--- src/rtl/packet_types_pkg.sv ---
// Package packet_types: flit-level types shared by packet_flit_sender (transmit)
// and packet_buffer (receive).
//   DEFAULT_FLIT_DATA_WIDTH : default payload width of one flit
//   flit_type_t             : flit role within a packet
package packet_types;

    localparam int DEFAULT_FLIT_DATA_WIDTH = 64;

    typedef enum logic [1:0] {
        FLIT_HEAD     = 2'd0,
        FLIT_BODY     = 2'd1,
        FLIT_TAIL     = 2'd2,
        FLIT_HEADTAIL = 2'd3
    } flit_type_t;

endpackage

--- src/rtl/packet_flit_sender.sv ---
// packet_flit_sender: latches one whole packet (header + up to MAX_BODY_FLITS body
// words) from the node core and serialises it as registered flits on the link side.
// Only one packet is in flight at a time.
//   clk, rst_n            clock, asynchronous active-low reset
//   pkt_valid/pkt_ready   packet handshake; pkt_header, pkt_body, pkt_len with it
//   flit_valid/flit_ready flit handshake; flit_type, flit_data, flit_seq with it
//   busy                  a packet is latched and not fully sent
//   len_err               one-cycle pulse after a packet with pkt_len > MAX_BODY_FLITS
module packet_flit_sender
    import packet_types::*;
#(
    parameter int FLIT_DATA_WIDTH = DEFAULT_FLIT_DATA_WIDTH,
    parameter int MAX_BODY_FLITS  = 7,
    parameter int LEN_WIDTH       = $clog2(MAX_BODY_FLITS + 1)
) (
    input  logic                                            clk,
    input  logic                                            rst_n,
    input  logic                                            pkt_valid,
    output logic                                            pkt_ready,
    input  logic [FLIT_DATA_WIDTH-1:0]                      pkt_header,
    input  logic [MAX_BODY_FLITS-1:0][FLIT_DATA_WIDTH-1:0]  pkt_body,
    input  logic [LEN_WIDTH-1:0]                            pkt_len,
    output logic                                            flit_valid,
    input  logic                                            flit_ready,
    output flit_type_t                                      flit_type,
    output logic [FLIT_DATA_WIDTH-1:0]                      flit_data,
    output logic [LEN_WIDTH-1:0]                            flit_seq,
    output logic                                            busy,
    output logic                                            len_err
);

    typedef enum logic [1:0] {IDLE, SEND_HEAD, SEND_BODY} state_t;

    localparam logic [LEN_WIDTH-1:0] LEN_MAX = LEN_WIDTH'(MAX_BODY_FLITS);
    localparam logic [LEN_WIDTH-1:0] ONE     = LEN_WIDTH'(1);

    state_t                                         state, state_nxt;
    logic [FLIT_DATA_WIDTH-1:0]                     hdr_r;
    logic [MAX_BODY_FLITS-1:0][FLIT_DATA_WIDTH-1:0] body_r;
    logic [LEN_WIDTH-1:0]                           len_r, idx, idx_nxt, idx_inc;

    logic                       accept, len_bad, flit_hs, last_body;
    logic                       fv_nxt;
    flit_type_t                 ft_nxt;
    logic [FLIT_DATA_WIDTH-1:0] fd_nxt;
    logic [LEN_WIDTH-1:0]       fs_nxt;

    assign pkt_ready = (state == IDLE);
    assign busy      = (state != IDLE);
    assign accept    = pkt_valid && pkt_ready;
    assign len_bad   = (pkt_len > LEN_MAX);
    assign flit_hs   = flit_valid && flit_ready;
    assign idx_inc   = idx + ONE;
    // only meaningful in SEND_BODY, where len_r >= 1
    assign last_body = (idx == len_r - ONE);

    // state register
    always_ff @(posedge clk or negedge rst_n) begin
        if (!rst_n) state <= IDLE;
        else        state <= state_nxt;
    end

    // next-state logic
    always_comb begin
        state_nxt = state;
        unique case (state)
            IDLE:      if (accept && !len_bad) state_nxt = SEND_HEAD;
            SEND_HEAD: if (flit_hs) state_nxt = (len_r == '0) ? IDLE : SEND_BODY;
            SEND_BODY: if (flit_hs && last_body) state_nxt = IDLE;
            default:   state_nxt = IDLE;
        endcase
    end

    // next flit values; loaded into the output registers so the following flit is
    // presented the cycle after a handshake with no bubble. Holds while stalled.
    always_comb begin
        fv_nxt  = flit_valid;
        ft_nxt  = flit_type;
        fd_nxt  = flit_data;
        fs_nxt  = flit_seq;
        idx_nxt = idx;
        unique case (state)
            IDLE: begin
                if (accept && !len_bad) begin
                    fv_nxt = 1'b1;
                    fd_nxt = pkt_header;
                    fs_nxt = '0;
                    ft_nxt = (pkt_len == '0) ? FLIT_HEADTAIL : FLIT_HEAD;
                end
            end
            SEND_HEAD: begin
                if (flit_hs) begin
                    idx_nxt = '0;
                    if (len_r == '0) begin
                        fv_nxt = 1'b0;
                    end else begin
                        fd_nxt = body_r[0];
                        fs_nxt = ONE;
                        ft_nxt = (len_r == ONE) ? FLIT_TAIL : FLIT_BODY;
                    end
                end
            end
            SEND_BODY: begin
                if (flit_hs) begin
                    idx_nxt = idx_inc;
                    if (last_body) begin
                        fv_nxt = 1'b0;
                    end else begin
                        fd_nxt = body_r[idx_inc];
                        fs_nxt = idx_inc + ONE;
                        ft_nxt = (idx_inc == len_r - ONE) ? FLIT_TAIL : FLIT_BODY;
                    end
                end
            end
            default: fv_nxt = 1'b0;
        endcase
    end

    // datapath and output registers
    always_ff @(posedge clk or negedge rst_n) begin
        if (!rst_n) begin
            hdr_r      <= '0;
            body_r     <= '0;
            len_r      <= '0;
            idx        <= '0;
            flit_valid <= 1'b0;
            flit_type  <= FLIT_HEAD;
            flit_data  <= '0;
            flit_seq   <= '0;
            len_err    <= 1'b0;
        end else begin
            // an oversize packet is consumed but never latched
            if (accept && !len_bad) begin
                hdr_r  <= pkt_header;
                body_r <= pkt_body;
                len_r  <= pkt_len;
            end
            idx        <= idx_nxt;
            flit_valid <= fv_nxt;
            flit_type  <= ft_nxt;
            flit_data  <= fd_nxt;
            flit_seq   <= fs_nxt;
            len_err    <= accept && len_bad;
        end
    end

endmodule

--- config.mk ---
export PLATFORM = sky130hd
export DESIGN_NAME = packet_flit_sender
export DESIGN_NICKNAME = d
export VERILOG_FILES = /design/src/rtl/packet_types_pkg.sv /design/src/rtl/packet_flit_sender.sv
export SDC_FILE = /design/constraint.sdc
export NUM_CORES = 1
export LEC_CHECK = 0
export ABC_CLOCK_PERIOD_IN_PS = 3000
export CAP_MARGIN = 25
export CORE_AREA = 10 10 275 277
export CTS_BUF_LIST = sky130_fd_sc_hd__clkbuf_4
export DETAILED_ROUTE_END_ITERATION = 8
export DIE_AREA = 0 0 285 287
export PLACE_DENSITY = 0.6
export SETUP_SLACK_MARGIN = 0.1
export SLEW_MARGIN = 20
export SYNTH_ARGS = -nofsm -noshare
export SYNTH_HDL_FRONTEND = slang
export SYNTH_SLANG_ARGS = --single-unit
--- constraint.sdc ---
create_clock -name clk -period 3 [get_ports clk]
set_input_delay 0.6 -clock clk [delete_from_list [all_inputs] [get_ports clk]]
set_output_delay 0.6 -clock clk [all_outputs]
set_load 0.02 [all_outputs]
==> results of run 1 <==
cells by family after synthesis:
logic type,Yosys count
AO/OA/AOI/OAI,276
XOR/XNOR,9
adder cells (fa/ha/maj),9
buffers and inverters,158
flip-flops,527
multiplexers,586
other,1
AND/OR/NAND/NOR,215
state kept, by name (all words and copies together), names as in the netlist:
signal / count
len_err: 1
len_r: 3
idx: 3
flit_data: 64
flit_valid: 1
flit_type: 2
body_r: 448
flit_seq: 3
state: 2
stage by stage:
stage	hold slack [ns]	setup WS (ns)	area [µm²]
2_1_floorplan	0.304	0.403	24300
6_report	0.157	0.276	33500
3_5_place_dp	0.472	0.302	31500
4_1_cts	0.112	0.132	33400
3_3_place_gp	0.470	0.377	31500
5_1_grt	0.133	0.0926	33500
final cells by class:
type	instances	area, µm²
Clock buffer	223	1670
Multi-Input combinational cell	1096	10600
Tap cell	940	1180
Inverter	16	61.3
Clock inverter	41	263
Antenna cell	20	50.0
Timing Repair Buffer	634	6510
Fill cell	6272	36300
Sequential cell	527	13200
per-layer routing:
metal / vias to the layer above / GRT usage [%] / routed length, µm
met5: - / 0 / 169
met4: 26 / 7.58 / 1980
met3: 150 / 6.44 / 6270
met2: 684 / 35.0 / 43700
met1: 9233 / 24.3 / 33800
li1: 8071 / - / -
layout by cell type (no fill, tap or decap), types with 3 or more instances in the layout:
cell type | synthesis | final
clkinv_2 | 0 | 6
clkdlybuf4s50_1 | 0 | 588
o21ai_0 | 13 | 13
ha_1 | 9 | 7
inv_1 | 16 | 15
nand2_1 | 140 | 139
o21ai_1 | 8 | 8
clkbuf_4 | 0 | 223
mux4_2 | 64 | 64
diode_2 | 0 | 20
clkinv_4 | 0 | 4
buf_12 | 0 | 21
bufinv_16 | 0 | 3
clkinv_1 | 0 | 26
buf_4 | 2 | 21
mux2i_1 | 70 | 70
o221ai_1 | 123 | 123
xor2_1 | 5 | 4
nor2b_1 | 61 | 60
xnor2_1 | 3 | 3
a21oi_1 | 58 | 58
nand3_1 | 4 | 4
o211ai_1 | 65 | 65
dfrtp_1 | 527 | 526
mux2_2 | 452 | 452
how the worst max path moves through the flow:
stage	from	to
after floorplan	idx[0]	flit_data[11]
after global placement	pkt_valid	flit_data[35]
after detailed placement	pkt_valid	flit_data[63]
after CTS	state[0]	busy
after global routing	state[0]	busy
final	state[0]	busy
power by group:
group          internal [µW]  total [µW]  switching, µW
Combinational           8320       16300           8030
Sequential             10700       12800           2060
Clock                   3660        6790           3130
worst register-to-register path: stages, from the launching register on:
cell and delay [ns]:
dfrtp_1 0.41, inv_1 0.14, ha_1 0.43, a2bb2oi_1 0.37, a2111oi_4 0.12, nand3_4 0.11
buf_4 0.54, o221ai_1 0.28
repair_timing:
item                                    in CTS  in global routing
hold endpoints to repair                    47                  0
hold buffers                                 1                  0
gates resized for setup                      2                  0
endpoints found under the setup margin       2                  0
==> results.yml, run 1 <==
logic_synthesis:
  synth_top_family_by_area: "multiplexers"
  seq_area_frac_synth_pct: 54.2
  netlist_top_cells_count: "dfrtp_1 (527), mux2_2 (452), nand2_1 (140), o221ai_1 (123), clkbuf_1 (79)"
  async_flop_share_pct: 100
  synth_flop_cell: "dfrtp_1"
  syn-num-nets: 2309
  synthAdderAreaFrac_pct: 0.463
  syn_avg_cell_area_um2: 13.7
  ys_seq_elements: 527
  synth_compound_area_share_pct: 8.43
  yosysWarnings: 0
  synth.most_common_cell: "dfrtp_1"
  synth_edf_count: 0
  muxShareOfSynthArea_pct: 29.7
  ys_types: 39
  yosys-top-cells-area: "dfrtp_1 (54%), mux2_2 (21%), mux4_2 (5.9%), o221ai_1 (4.4%), mux2i_1 (2.9%)"
  yosys.area.top_type: "dfrtp_1"
  yosys.area_share.simple_pct: 4.07
  netlist_area_um2: 24300
  netlist_instances: 1781
  synth-xor-area-share_pct: 0.380
  synth.top_cell.area_share_pct: 54.2
worst_setup_path:
  ff2ff_setup_slack_ns: 0.45
  crit_arrival_ns: 2.12
  cp.depth: 4
  cp_max_fo: 5
  r2r-start: "state[0]"
  end_kind: "output port"
  cp-start-kind: "register"
  r2r_end: "flit_data[63]"
  cpLargestDelayFamily: "buffers and inverters"
  cp_slowest_cell: "dlygate4sd2_1"
  cp.required_ns: 2.40
  crit_top_cell: "inv_1"
  cp_cell_sequence: "inv_1 > ha_4 > inv_1 > dlygate4sd2_1"
  worstRegToRegCells: 7
  crit_type: "reg2out"
  crit_buf_inv: 3
  max_stage_delay_ns: 0.41
cells_and_area:
  nets: 2955
  area_growth_pct: 37.6
  drive_gt1_share_pct: 31.8
  finish.utilization_pct: 48.0
  final_cells: 3497
routing:
  routedWlPerCell_um: 24.6
  vias: 18200
  drt_wl_total_um: 86000
  drc_errors: 0
  antenna_left: 0
  via_per_inst: 5.19
  firstDrtPassIters: 4
  drtIter0Drc: 1193
clock_network:
  cts.sinks: 527
  path_clk_slew_ns: 0.06
  h-tree-depth: 4
  clk_latency_ns: 0.98
  cts_made_buffers: 152
  cts_buffer_depth: 3
  root_buffer: "clkbuf_4"
  cts_setup_buffers: 0
  cts_tree: "yes"
floorplanning:
  io-pin-count: 592
  dieArea_um2: 81800
  core_region_area_um2: 69800
  rows: 97
  die_w_um: 285
  start_util_pct: 34.9
  die_h_um: 287
timing:
  fmax_mhz: 367
  setup_tns_ns: 0
  tightest_slew_ns: 0.755
  setup_viol: 0
  rsz0062_at_grt: "false"
  maxSlewViolCount: 0
  clock_skew_ns: 0.0658
  slew_headroom_pct: 49.7
  period_share_pct: 90.8
  hold_viol: 0
  final.min_clock_period_ns: 2.72
run:
  drv_cap: 0
place:
  dp_hpwl_um: 60400
  dp_cells: 3212
  place_congestion: 0.857
  numPortBuffers: 591
grt:
  overflow: 0
  first_global_vias: 19900
  grtUsageTotal_pct: 20.6
  grt_pass1_wl_um: 128000
  grt_max_degree: 133
  antenna_found_initial: 29
pwr:
  leakagePower_uw: 0.0138
  pwr_density_cell_nw_per_um2: 1070
  vdd_drop_max_mv: 1.02
  power_uw: 35900
hold_path:
  hold_class: "in2async"
status:
  status: "finished clean"
(Power assumes the default switching activity.)
==> run 2, diff against run 1 <==
Settings changed: ABC_CLOCK_PERIOD_IN_PS 3000 to not set, CTS_BUF_LIST sky130_fd_sc_hd__clkbuf_4 to sky130_fd_sc_hd__clkbuf_4 sky130_fd_sc_hd__clkbuf_8, SLEW_MARGIN 20 to not set.
==> run 2 against run 1 <==
  * Cell area rose by 0.12%
  * Clock skew fell by 0.020 ns
  * Sequential share of layout area barely moved
  * Total power rose by 1.0%
  * Register-to-register slack improved by 0.03 ns
  * Clock power rose by 4.9%
  * Cell count fell by 3.1%
==> results.yml, run 2 (synthesis results as in run 1) <==
clock_network:
  cts.sinks: 527
  cts_setup_buffers: 0
  cts_tree: "yes"
  clk_latency_ns: 0.68
  cts_made_buffers: 95
  path_clk_slew_ns: 0.06
  root_buffer: "clkbuf_8"
  hold_buffers: 1
  h-tree-depth: 3
  ctsResizeCount: 0
  cts_buffer_depth: 3
grt:
  overflow: 0
  grtUsageTotal_pct: 20.4
  first_global_vias: 19500
  grt_max_degree: 133
  grt_pass1_wl_um: 127000
  antenna_found_initial: 27
worst_setup_path:
  r2r_end: "flit_data[12]"
  cp-start-kind: "register"
  end_kind: "output port"
  crit_type: "reg2out"
  cp.required_ns: 2.40
  crit_arrival_ns: 2.14
  r2r-start: "state[0]"
  worstRegToRegCells: 7
  ff2ff_setup_slack_ns: 0.48
  cp_max_fo: 5
pwr:
  leakagePower_uw: 0.0137
  clkPwrFrac_pct: 19.6
  sequentialPowerShare_pct: 35.3
  swShare_pct: 36.2
  comb_power_share_pct: 45.1
  p_int_uw: 23100
  pwr_density_cell_nw_per_um2: 1080
  p_sw_uw: 13200
  vdd_drop_max_mv: 1.10
cells_and_area:
  final_common_cell: "clkdlybuf4s50_1"
  nets: 2898
  area_growth_pct: 37.7
  regMostFlops: "body_r"
  drive_gt1_share_pct: 30.1
  final_cells: 3390
  reg.largest.list: "body_r (448), flit_data (64)"
  largest_register_ffs: 448
  final_cell_mix: "clkdlybuf4s50_1 (590), dfrtp_1 (526), mux2_2 (452)"
routing:
  vias: 17800
  via_per_inst: 5.25
  antenna_left: 0
  drt_wl_total_um: 85500
  drc_errors: 0
  firstDrtPassIters: 5
  routedWlPerCell_um: 25.2
  drtIter0Drc: 1194
place:
  numPortBuffers: 591
  dp_hpwl_um: 60400
  place_congestion: 0.857
  dp_cells: 3212
timing:
  final.min_clock_period_ns: 2.74
  clock_skew_ns: 0.0462
  rsz0062_at_grt: "false"
  period_share_pct: 91.3
  fmax_mhz: 365
  setup_tns_ns: 0
  setup_viol: 0
  tightest_slew_ns: 0.772
  slew_headroom_pct: 48.5
  hold_viol: 0
  maxSlewViolCount: 0
floorplanning:
  start_util_pct: 34.9
  die_w_um: 285
  io-pin-count: 592
  rows: 97
  core_region_area_um2: 69800
  die_h_um: 287
  dieArea_um2: 81800
status:
  status: "finished clean"
run:
  drv_cap: 0
hold_path:
  hold_class: "in2async"
-- run 2: area by class of cell --
type	count	area, µm²
Antenna cell	13	32.5
Clock buffer	146	1800
Clock inverter	18	195
Fill cell	6190	36300
Inverter	16	61.3
Multi-Input combinational cell	1096	10600
Sequential cell	527	13200
Tap cell	940	1180
Timing Repair Buffer	634	6510
-- run 2: worst max path at each step --
| stage | from | to | slack (ns) |
|---|---|---|---|
| floorplan | idx[0] | flit_data[11] | 0.40 |
| global placement | pkt_valid | flit_data[35] | 0.38 |
| detailed placement | pkt_valid | flit_data[63] | 0.30 |
| CTS | state[0] | busy | 0.17 |
| global route | state[0] | busy | 0.12 |
| finish | state[0] | busy | 0.26 |
-- run 2: routing by layer --
| metal | GRT usage [%] | vias up | part of all wire [%] |
|---|---|---|---|
| met5 | 0 | - | 0.19 |
| met4 | 6.57 | 24 | 2.5 |
| met3 | 5.97 | 152 | 6.8 |
| met2 | 34.8 | 635 | 50 |
| met1 | 24.5 | 9121 | 40 |
| li1 | - | 7849 | - |
-- run 2: power groups by stage --
stage / registers, µW / clock network (µW) / logic, µW
5_1_grt: 13300 / 7670 / 17800
2_1_floorplan: 12600 / 0 / 11000
4_1_cts: 12800 / 7340 / 16600
3_5_place_dp: 12900 / 0 / 16500
3_3_place_gp: 12800 / 0 / 16200
6_report: 12800 / 7120 / 16400
-- run 2: through the flow --
step                      area [µm²]  utilization [%]  setup WS (ns)  hold slack (ns)  power [µW]
final                          33500             48.0          0.260            0.442       36300
after global routing           33500             48.0          0.118            0.453       38700
after floorplan                24300                -          0.403            0.304       23600
after CTS                      33500             48.0          0.167            0.449       36800
after detailed placement       31500             45.1          0.302            0.472       29500
after global placement         31500             45.1          0.377            0.470       29000
-- run 2: worst max-delay path, cell delays in order (launching register included) --
cell             delay, ns
dfrtp_1               0.40
inv_1                 0.11
ha_4                  0.20
inv_1                 0.10
clkdlybuf4s50_1       0.69
==> run 3, diff against run 2 <==
Settings changed: CTS_CLUSTER_SIZE set to 30.
==> results of run 3 <==
Same layout as run 2: the final DEF is identical, and so are final timing and power.
